File: src/rtl/modexp_sequencer_if.sv
// Byte-source / modexp-core bus for modexp_sequencer.
// The slave modport is the sequencer; the master modport is whatever drives it.
interface modexp_sequencer_if #(
  parameter int DEPTH = 8
);
  logic [7:0]              byte_in;
  logic                    byte_valid_in;
  logic                    key_load_in;
  logic [7:0]              exponent_in;
  logic [7:0]              modulus_in;
  logic                    core_ready_out;
  logic [7:0]              core_value_out;
  logic [7:0]              core_exponent_out;
  logic [7:0]              core_modulus_out;
  logic                    core_busy_in;
  logic                    core_valid_in;
  logic [15:0]             core_result_in;
  logic [7:0]              result_out;
  logic                    result_valid_out;
  logic                    fifo_full_out;
  logic [$clog2(DEPTH):0]  fifo_count_out;
  logic                    key_valid_out;
  logic                    busy_out;
  logic                    overflow_out;
  logic                    result_err_out;
  logic                    timeout_out;

  modport slave (
    input  byte_in, byte_valid_in, key_load_in, exponent_in, modulus_in,
           core_busy_in, core_valid_in, core_result_in,
    output core_ready_out, core_value_out, core_exponent_out, core_modulus_out,
           result_out, result_valid_out, fifo_full_out, fifo_count_out,
           key_valid_out, busy_out, overflow_out, result_err_out, timeout_out
  );

  modport master (
    output byte_in, byte_valid_in, key_load_in, exponent_in, modulus_in,
           core_busy_in, core_valid_in, core_result_in,
    input  core_ready_out, core_value_out, core_exponent_out, core_modulus_out,
           result_out, result_valid_out, fifo_full_out, fifo_count_out,
           key_valid_out, busy_out, overflow_out, result_err_out, timeout_out
  );
endinterface

File: src/rtl/modexp_sequencer.sv
// Front-end for the modexp core: byte FIFO, key latch, and the
// issue/wait/emit sequencer that owns all handshaking with the core.
module modexp_sequencer #(
  parameter int DEPTH   = 8,
  parameter int TIMEOUT = 1024
) (
  input  logic              clk_in,
  input  logic              rst_in,
  modexp_sequencer_if.slave bus
);
  localparam int AW = $clog2(DEPTH);
  localparam int CW = AW + 1;
  localparam int TW = $clog2(TIMEOUT + 1);

  typedef enum logic [1:0] {IDLE, ISSUE, WAIT, EMIT} state_t;

  state_t          state, state_nxt;
  logic [7:0]      mem [DEPTH];
  logic [AW-1:0]   wr_ptr, rd_ptr;
  logic [CW-1:0]   count, count_nxt;
  logic [TW-1:0]   tmo_cnt;

  logic            core_ready, result_valid, full, key_valid, busy;
  logic            overflow, result_err, timeout;
  logic [7:0]      core_value, exp_q, mod_q, result;

  logic            full_now, push, pop, tmo_hit, res_bad;

  // Full is judged on the pre-edge count so a push never rides on a same-cycle pop.
  assign full_now  = (count == CW'(DEPTH));
  assign push      = bus.byte_valid_in && !full_now;
  assign count_nxt = count + CW'(push) - CW'(pop);
  assign res_bad   = (bus.core_result_in[15:8] != 8'd0) || (bus.core_result_in[7:0] >= mod_q);

  always_ff @(posedge clk_in) begin
    if (rst_in) state <= IDLE;
    else        state <= state_nxt;
  end

  always_comb begin
    state_nxt = state;
    pop       = 1'b0;
    tmo_hit   = 1'b0;
    case (state)
      IDLE: if (count != '0 && key_valid && !bus.core_busy_in && !bus.key_load_in) begin
        state_nxt = ISSUE;
        pop       = 1'b1;
      end
      ISSUE: state_nxt = WAIT;
      WAIT: begin
        if (bus.core_valid_in) begin
          state_nxt = EMIT;
        end else if (tmo_cnt == TW'(TIMEOUT - 1)) begin
          state_nxt = IDLE;
          tmo_hit   = 1'b1;
        end
      end
      EMIT:    state_nxt = IDLE;
      default: state_nxt = IDLE;
    endcase
  end

  // Storage needs no reset: occupancy alone decides what is valid.
  always_ff @(posedge clk_in) begin
    if (push) mem[wr_ptr] <= bus.byte_in;
  end

  always_ff @(posedge clk_in) begin
    if (rst_in) begin
      wr_ptr       <= '0;
      rd_ptr       <= '0;
      count        <= '0;
      tmo_cnt      <= '0;
      core_ready   <= 1'b0;
      core_value   <= 8'd0;
      exp_q        <= 8'd0;
      mod_q        <= 8'd0;
      result       <= 8'd0;
      result_valid <= 1'b0;
      full         <= 1'b0;
      key_valid    <= 1'b0;
      busy         <= 1'b0;
      overflow     <= 1'b0;
      result_err   <= 1'b0;
      timeout      <= 1'b0;
    end else begin
      if (push) wr_ptr <= wr_ptr + AW'(1);
      if (pop) begin
        rd_ptr     <= rd_ptr + AW'(1);
        core_value <= mem[rd_ptr];
      end
      count        <= count_nxt;
      full         <= (count_nxt == CW'(DEPTH));
      busy         <= (state_nxt != IDLE) || (count_nxt != '0);
      core_ready   <= pop;
      result_valid <= (state == EMIT);
      if (bus.byte_valid_in && full_now) overflow <= 1'b1;
      if (state == IDLE && bus.key_load_in) begin
        exp_q     <= bus.exponent_in;
        mod_q     <= bus.modulus_in;
        key_valid <= (bus.modulus_in >= 8'd2);
      end
      if (state == ISSUE)     tmo_cnt <= '0;
      else if (state == WAIT) tmo_cnt <= tmo_cnt + TW'(1);
      if (state == WAIT && bus.core_valid_in) begin
        result <= res_bad ? 8'd0 : bus.core_result_in[7:0];
        if (res_bad) result_err <= 1'b1;
      end
      if (tmo_hit) timeout <= 1'b1;
    end
  end

  assign bus.core_ready_out    = core_ready;
  assign bus.core_value_out    = core_value;
  assign bus.core_exponent_out = exp_q;
  assign bus.core_modulus_out  = mod_q;
  assign bus.result_out        = result;
  assign bus.result_valid_out  = result_valid;
  assign bus.fifo_full_out     = full;
  assign bus.fifo_count_out    = count;
  assign bus.key_valid_out     = key_valid;
  assign bus.busy_out          = busy;
  assign bus.overflow_out      = overflow;
  assign bus.result_err_out    = result_err;
  assign bus.timeout_out       = timeout;
endmodule

File: src/flat_wrapper.sv
// flat-port wrapper written by rule: the top's interface ports become plain ports
module modexp_sequencer_flat 
#(
  parameter int DEPTH   = 8,
  parameter int TIMEOUT = 1024
)
  (clk_in, rst_in, bus_byte_in, bus_byte_valid_in, bus_key_load_in, bus_exponent_in, bus_modulus_in, bus_core_busy_in, bus_core_valid_in, bus_core_result_in, bus_core_ready_out, bus_core_value_out, bus_core_exponent_out, bus_core_modulus_out, bus_result_out, bus_result_valid_out, bus_fifo_full_out, bus_fifo_count_out, bus_key_valid_out, bus_busy_out, bus_overflow_out, bus_result_err_out, bus_timeout_out);
  modexp_sequencer_if #(.DEPTH(DEPTH)) bus_i ();
  input  logic clk_in;
  input  logic rst_in;
  input wire logic [$bits(bus_i.byte_in)-1:0] bus_byte_in;
  input wire logic [$bits(bus_i.byte_valid_in)-1:0] bus_byte_valid_in;
  input wire logic [$bits(bus_i.key_load_in)-1:0] bus_key_load_in;
  input wire logic [$bits(bus_i.exponent_in)-1:0] bus_exponent_in;
  input wire logic [$bits(bus_i.modulus_in)-1:0] bus_modulus_in;
  input wire logic [$bits(bus_i.core_busy_in)-1:0] bus_core_busy_in;
  input wire logic [$bits(bus_i.core_valid_in)-1:0] bus_core_valid_in;
  input wire logic [$bits(bus_i.core_result_in)-1:0] bus_core_result_in;
  output wire logic [$bits(bus_i.core_ready_out)-1:0] bus_core_ready_out;
  output wire logic [$bits(bus_i.core_value_out)-1:0] bus_core_value_out;
  output wire logic [$bits(bus_i.core_exponent_out)-1:0] bus_core_exponent_out;
  output wire logic [$bits(bus_i.core_modulus_out)-1:0] bus_core_modulus_out;
  output wire logic [$bits(bus_i.result_out)-1:0] bus_result_out;
  output wire logic [$bits(bus_i.result_valid_out)-1:0] bus_result_valid_out;
  output wire logic [$bits(bus_i.fifo_full_out)-1:0] bus_fifo_full_out;
  output wire logic [$bits(bus_i.fifo_count_out)-1:0] bus_fifo_count_out;
  output wire logic [$bits(bus_i.key_valid_out)-1:0] bus_key_valid_out;
  output wire logic [$bits(bus_i.busy_out)-1:0] bus_busy_out;
  output wire logic [$bits(bus_i.overflow_out)-1:0] bus_overflow_out;
  output wire logic [$bits(bus_i.result_err_out)-1:0] bus_result_err_out;
  output wire logic [$bits(bus_i.timeout_out)-1:0] bus_timeout_out;
  assign bus_i.byte_in = bus_byte_in;
  assign bus_i.byte_valid_in = bus_byte_valid_in;
  assign bus_i.key_load_in = bus_key_load_in;
  assign bus_i.exponent_in = bus_exponent_in;
  assign bus_i.modulus_in = bus_modulus_in;
  assign bus_i.core_busy_in = bus_core_busy_in;
  assign bus_i.core_valid_in = bus_core_valid_in;
  assign bus_i.core_result_in = bus_core_result_in;
  assign bus_core_ready_out = bus_i.core_ready_out;
  assign bus_core_value_out = bus_i.core_value_out;
  assign bus_core_exponent_out = bus_i.core_exponent_out;
  assign bus_core_modulus_out = bus_i.core_modulus_out;
  assign bus_result_out = bus_i.result_out;
  assign bus_result_valid_out = bus_i.result_valid_out;
  assign bus_fifo_full_out = bus_i.fifo_full_out;
  assign bus_fifo_count_out = bus_i.fifo_count_out;
  assign bus_key_valid_out = bus_i.key_valid_out;
  assign bus_busy_out = bus_i.busy_out;
  assign bus_overflow_out = bus_i.overflow_out;
  assign bus_result_err_out = bus_i.result_err_out;
  assign bus_timeout_out = bus_i.timeout_out;
  modexp_sequencer #(.DEPTH(DEPTH), .TIMEOUT(TIMEOUT)) u_core (.clk_in(clk_in), .rst_in(rst_in), .bus(bus_i));
endmodule
File: config.mk
export PLATFORM = sky130hd
export DESIGN_NAME = modexp_sequencer_flat
export DESIGN_NICKNAME = d
export VERILOG_FILES = /design/src/rtl/modexp_sequencer_if.sv /design/src/rtl/modexp_sequencer.sv /design/src/flat_wrapper.sv
export SDC_FILE = /design/constraint.sdc
export NUM_CORES = 1
export LEC_CHECK = 0
export BUFFER_PORTS_ARGS = -buffer_cell sky130_fd_sc_hd__buf_4
export CORE_MARGIN = 5
export CORE_UTILIZATION = 50
export DETAILED_ROUTE_END_ITERATION = 8
export HOLD_SLACK_MARGIN = 0.03
export PLACE_DENSITY = 0.72
export SLEW_MARGIN = 0
export SYNTH_ARGS = -nofsm -noshare
export SYNTH_HDL_FRONTEND = slang
export SYNTH_SLANG_ARGS = --single-unit
File: constraint.sdc
create_clock -name clk_in -period 3.7 [get_ports clk_in]
set_input_delay 0.74 -clock clk_in [delete_from_list [all_inputs] [get_ports clk_in]]
set_output_delay 0.74 -clock clk_in [all_outputs]
set_load 0.03 [all_outputs]
==> results of run 1 <==
[metal layers]
metal / up-vias / share of wire
met2: 108 / 0.50
li1: 1645 / -
met5: - / 0
met3: 12 / 0.065
met1: 1668 / 0.42
met4: 0 / 0.011
[final cells by class]
class,count,area share
repair buffers,93,0.107
clock buffers,18,0.0641
multi-input cells,239,0.285
flip-flops and latches,127,0.488
clock inverters,14,0.0201
well taps,136,0.0261
inverters,17,0.00979
[placed cells by master (no fill, tap or decap), types with 3 or more instances in the layout]
master      instances
edfxtp_1           64
mux2i_1            11
inv_6               5
a21oi_1            21
a211oi_2            8
dfxtp_1            63
a31oi_1             4
nand2_1            46
nor2_1             37
inv_1              17
xor2_1              9
nand2b_1            3
clkinvlp_4          4
ha_1               17
a22o_1              8
o21ai_0             3
nor2b_1             5
buf_4              93
clkbuf_16          16
and3_1              3
nor2_2              8
mux4_2             16
nor3_1              4
xnor2_1             4
and4_1              3
[logic make-up (layout without fill, tap and decap cells)]
| family | Yosys count | after routing | share of synthesized area |
|---|---|---|---|
| buf+inv | 36 | 142 | 0.0308 |
| compound gates | 54 | 54 | 0.0784 |
| simple gates | 125 | 125 | 0.117 |
| flops | 127 | 127 | 0.612 |
| mux | 29 | 29 | 0.0948 |
| xor+xnor | 13 | 13 | 0.0219 |
| fa+ha+maj | 18 | 18 | 0.0448 |
[registers in the layout (all words and copies together) (netlist names), 2 cells and up]
register	flops
u_core.bus.core_exponent_out	8
u_core.bus.core_modulus_out	8
u_core.bus.core_value_out	8
u_core.bus.fifo_count_out	4
u_core.bus.result_out	8
u_core.mem	64
u_core.rd_ptr	3
u_core.state	2
u_core.tmo_cnt	11
u_core.wr_ptr	3
[through the flow]
step / cell area (µm²) / util / instances / setup slack, ps / hold WS [ps]
final: 6520 / 0.637 / 644 / 872 / 451
after detailed placement: 5970 / 0.584 / 612 / 522 / 449
after global routing: 6520 / 0.637 / 644 / 727 / 425
after CTS: 6520 / 0.637 / 644 / 877 / 423
after global placement: 5970 / 0.584 / 612 / 594 / 444
after floorplan: 5200 / - / 402 / 541 / 472
[final timing paths]
check	to	slack [ps]	depth (start not counted)
worst max register to register	u_core.bus.busy_out	870	10
worst max-delay path	u_core.bus.busy_out	870	10
worst min-delay path	u_core.bus.result_out[0]	450	2
worst min register to register	u_core.bus.core_exponent_out[1]	450	2
[power groups by stage]
stage	Clock, mW	Combinational, mW	Sequential [mW]
6_report	1.53	0.637	1.64
5_1_grt	1.62	0.701	1.65
4_1_cts	1.55	0.646	1.64
3_5_place_dp	0	0.642	1.67
3_3_place_gp	0	0.624	1.67
2_1_floorplan	0	0.331	1.75
==> flow_metrics.tcl, run 1 <==
set metrics [dict create \
    grt_max_degree 52 \
    power.leakage_nw 2.46 \
    clk_latency_ps 510 \
    cts_buffers 17 \
    ys_ff_latch 127 \
    avgRoutedWirePerCell_um 16.8 \
    dr.first_iter.drc_count 277 \
    crit_path_start "u_core.state[1]" \
    grt_use_met3 0.0576 \
    rows 37 \
    postSynthCellCount 402 \
    multi_input_area_um2 1860 \
    ctsHoldBuffers 0 \
    slowest_delay_ps 600 \
    cp.arrival_ps 3190 \
    min-delay-start "bus_core_result_in[0]" \
    fillerInstances 795 \
    synth_top_cells_by_area "edfxtp_1, dfxtp_1, mux4_2" \
    grt_pass1_wl_um 17800 \
    synth-seq-area-share 0.612 \
    syn_nets 466 \
    ctsResizeCount 0 \
    pwr-share-seq 0.431 \
    clockPowerShare 0.401 \
    postCtsSetupBuffers 0 \
    die_w_um 112 \
    pwr_density_cell_nw_per_um2 584 \
    vias 3433 \
    final_hold_viol_count 0 \
    die_area_um2 12500 \
    maxSlewHeadroom 0.422 \
    layout-drive-gt1-share 0.315 \
    power_mw 3.81 \
    post_drt_via_cell_ratio 5.33 \
    required_ps 4070 \
    hp-class "in2reg" \
    drc 0 \
    end_kind "register" \
    antenna_left 0 \
    swShare 0.277 \
    synth_area_leader_cell "edfxtp_1" \
    syn_avg_cell_area_um2 12.9 \
    min_period_ps 2830 \
    die-height_um 112 \
    seq_area_um2 3180 \
    ios 90 \
    grt_pass1_vias 3537 \
    switchingPower_mw 1.06 \
    grt-ovfl-total 0 \
    synth_top_area_frac 0.370 \
    yosysWarnings 0 \
    status "finished, final reports clean" \
    use_met1 0.222 \
    grt_busiest_layer "met2" \
    worst_pin_slew_ps 866 \
    slowest_stage "or4b_4" \
    area_growth_pct 25.4 \
    tns_ps 0 \
    place.gp.congestion 0.855 \
    start_util 0.508 \
    finalMaxSlewViolations 0 \
    path_buf_inv 2 \
    fin_nets 559 \
    critical_path_class "reg2reg" \
    clk_pin_slew_worst_paths_ps 60 \
    finalSetupViolCount 0 \
    grt_setup_unrepaired "false" \
    track_usage 0.181 \
    antenna_found_initial 0 \
    path_cells "or4b_4, a211oi_4, ha_1, inv_1, ha_1, inv_1, fa_1, xor2_1, and4b_1, a31oi_1" \
    synth_cell_type_count 49 \
    clk_path_buf_depth 2 \
    rr_startpoint "u_core.state[1]" \
    cts_tree "yes" \
    dr.pass1.iters 4 \
    routed_wl_um 10800 \
    synth_area_um2 5200 \
    clockRootBuffer "clkbuf_8" \
    fin_skew_ps 8.68 \
    power.internal_mw 2.75 \
    htreeDepth 4 \
    synth.most_common_cell "edfxtp_1" \
    start_kind "register" \
    critPathMaxFanout 12 \
    fin_crit_sh 0.764 \
    diodes 0 \
    yosys-top-cells-count "edfxtp_1, dfxtp_1, nand2_1, nor2_1, a21oi_1" \
    core_um2 10200 \
    ys.flop_type "edfxtp_1" \
    hpwlAfterDp_um 7600 \
    vdd_drop_max_mv 0.323 \
    drv_cap 0 \
    clock_sinks 127 \
    p_comb_frac 0.167 \
    path_delay_family "simple AND/OR/NAND/NOR gates" \
    grt_util_met2 0.308 \
    fmax_mhz 354 \
    async_reset_ff_frac 0 \
    synth_edf_count 64 \
    numPortBuffers 89 \
]
(Power assumes the default switching activity.)
==> run 2: changes to the inputs <==
--- a/config.mk
+++ b/config.mk
@@ -5,6 +5,7 @@
 export SDC_FILE = /design/constraint.sdc
 export NUM_CORES = 1
 export LEC_CHECK = 0
+export ABC_AREA = 1
 export BUFFER_PORTS_ARGS = -buffer_cell sky130_fd_sc_hd__buf_4
 export CORE_MARGIN = 5
 export CORE_UTILIZATION = 50
==> constraint.sdc (replaced) <==
create_clock -name clk_in -period 2.9 [get_ports clk_in]
set_input_delay 0.58 -clock clk_in [delete_from_list [all_inputs] [get_ports clk_in]]
set_output_delay 0.58 -clock clk_in [all_outputs]
set_load 0.03 [all_outputs]
==> flow_metrics.tcl, run 2 <==
set metrics [dict create \
    synth-seq-area-share 0.581 \
    numPortBuffers 89 \
    syn_avg_cell_area_um2 9.11 \
    status "finished, final reports clean" \
    grt_max_degree 35 \
    avgRoutedWirePerCell_um 14.7 \
    dr.pass1.iters 5 \
    largest-register "u_core.mem" \
    synth_cell_type_count 38 \
    clk_path_buf_depth 2 \
    die-height_um 115 \
    required_ps 3310 \
    clock_sinks 127 \
    ys_ff_latch 127 \
    worst_pin_slew_ps 616 \
    grt_setup_unrepaired "false" \
    die_w_um 115 \
    yosysWarnings 0 \
    track_usage 0.203 \
    maxSlewHeadroom 0.589 \
    dr.first_iter.drc_count 298 \
    rows 38 \
    vdd_drop_max_mv 0.461 \
    top_regs "u_core.mem (64), u_core.tmo_cnt (11)" \
    grt-ovfl-total 0 \
    antenna_found_initial 0 \
    critPathMaxFanout 3 \
    synth_area_leader_cell "edfxtp_1" \
    ctsResizeCount 0 \
    layout-drive-gt1-share 0.213 \
    synth_edf_count 64 \
    htreeDepth 4 \
    routed_wl_um 12600 \
    cp.arrival_ps 2980 \
    core_um2 10800 \
    postSynthCellCount 601 \
    grt_pass1_vias 4303 \
    synth_top_area_frac 0.351 \
    start_kind "register" \
    tns_ps 0 \
    fillerInstances 890 \
    cts_tree "yes" \
    area_growth_pct 25.3 \
    ios 90 \
    fin_nets 768 \
    hp-class "in2reg" \
    power.leakage_nw 3.05 \
    post_drt_via_cell_ratio 5.00 \
    start_util 0.507 \
    seq_area_um2 3180 \
    final_cell_mix "nand2_1, buf_4, edfxtp_1" \
    clockRootBuffer "clkbuf_8" \
    synth.most_common_cell "nand2_1" \
    hold_slack_ps 292 \
    multi_input_area_um2 1930 \
    die_area_um2 13100 \
    syn_nets 665 \
    vias 4288 \
    r2r.worst_path.cells 15 \
    min_delay_path_depth 1 \
    fin_skew_ps 8.27 \
    fmax_mhz 389 \
    finalSetupViolCount 0 \
    diodes 0 \
    grt_pass1_wl_um 20500 \
    min_period_ps 2570 \
    yosys-top-cells-count "nand2_1, edfxtp_1, dfxtp_1, nor2_1, inv_1" \
    critical_path_class "reg2reg" \
    finalMaxSlewViolations 0 \
    cts_buffers 17 \
    clk_latency_ps 520 \
    antenna_left 0 \
    ys.flop_type "edfxtp_1" \
    async_reset_ff_frac 0 \
    pwr_density_cell_nw_per_um2 714 \
    drc 0 \
    place.gp.congestion 0.826 \
    largest_reg_flops 64 \
    synth_area_um2 5470 \
    final_hold_viol_count 0 \
    hpwlAfterDp_um 8740 \
    drv_cap 0 \
    postCtsSetupBuffers 0 \
    end_kind "register" \
    fin_crit_sh 0.886 \
    clk_pin_slew_worst_paths_ps 60 \
    ctsHoldBuffers 0 \
    layout_commonest_cell "nand2_1" \
    synth_top_cells_by_area "edfxtp_1, dfxtp_1, nand2_1" \
]
[run 2: cell types whose count changed after synthesis, sizes merged, moves of 5 or more]
cell    change
nand2     +132
inv        +48
nand3      +39
o21ai      +23
nor2       +20
mux4       -16
a21oi      +10
a211oi      -9
a22o        -8
clkbuf      -8
buf         +7
xor2        -7
nor2b       -5
[run 2: worst max-delay path: stages (launching register included)]
cell and delay [ps]:
dfxtp_1 310, inv_1 120, ha_1 170, nand3_1 100, nand3_2 110, clkinv_2 70
ha_1 260, inv_1 50, ha_1 150, inv_1 60, fa_1 510, nand2_1 60
nor2_1 150, nand3_1 90, o21ai_0 170, nand2_1 60
[run 2: layer usage]
metal,vias to the layer above,global-route usage,part of all wire
li1,2154,-,-
met1,1961,0.244,0.42
met2,150,0.329,0.48
met3,23,0.0677,0.076
met4,0,0.0911,0.021
met5,-,0,0
[run 2: kinds of logic (layout without fill, tap and decap cells)]
kind of cell	after synthesis	in the layout	share of synthesized area
DFF	127	127	0.581
AOI/OAI and AO/OA	61	61	0.0576
xor gates and xnor gates	4	4	0.00640
muxes	7	7	0.0128
adders and majority gates	18	18	0.0425
buffers and inverters	86	202	0.0651
and+or+nand+nor	298	298	0.234
[run 2: stage by stage]
step            util  instance area [µm²]  worst slack, ps  instances  power [mW]
3_3_place_gp   0.585                 6310              246        825        2.97
4_1_cts        0.636                 6860              337        857        4.93
2_1_floorplan      -                 5470              198        601        2.69
3_5_place_dp   0.585                 6310              155        825        3.01
6_report       0.636                 6860              331        857        4.90
5_1_grt        0.636                 6860             96.1        857        5.14
[run 2: cell type report]
| type | instances | share of cell area |
|---|---|---|
| Clock buffer | 18 | 0.0624 |
| Clock inverter | 14 | 0.0170 |
| Inverter | 68 | 0.0374 |
| Multi-Input combinational cell | 388 | 0.282 |
| Sequential cell | 127 | 0.464 |
| Tap cell | 140 | 0.0255 |
| Timing Repair Buffer | 102 | 0.112 |
[run 2: report_power, final]
group / switching [mW] / internal (mW)
Sequential: 0.0605 / 2.02
Clock: 0.767 / 1.15
Combinational: 0.574 / 0.325
Total: 1.40 / 3.49
[run 2: worst paths after layout]
| check | startpoint | endpoint | slack (ps) |
|---|---|---|---|
| worst max-delay path | u_core.bus.fifo_count_out[2] | u_core.bus.busy_out | 330 |
| worst min-delay path | bus_byte_in[0] | u_core.mem[4][0] | 290 |
| worst max register to register | u_core.bus.fifo_count_out[2] | u_core.bus.busy_out | 330 |
| worst min register to register | u_core.bus.result_err_out | u_core.bus.result_err_out | 460 |
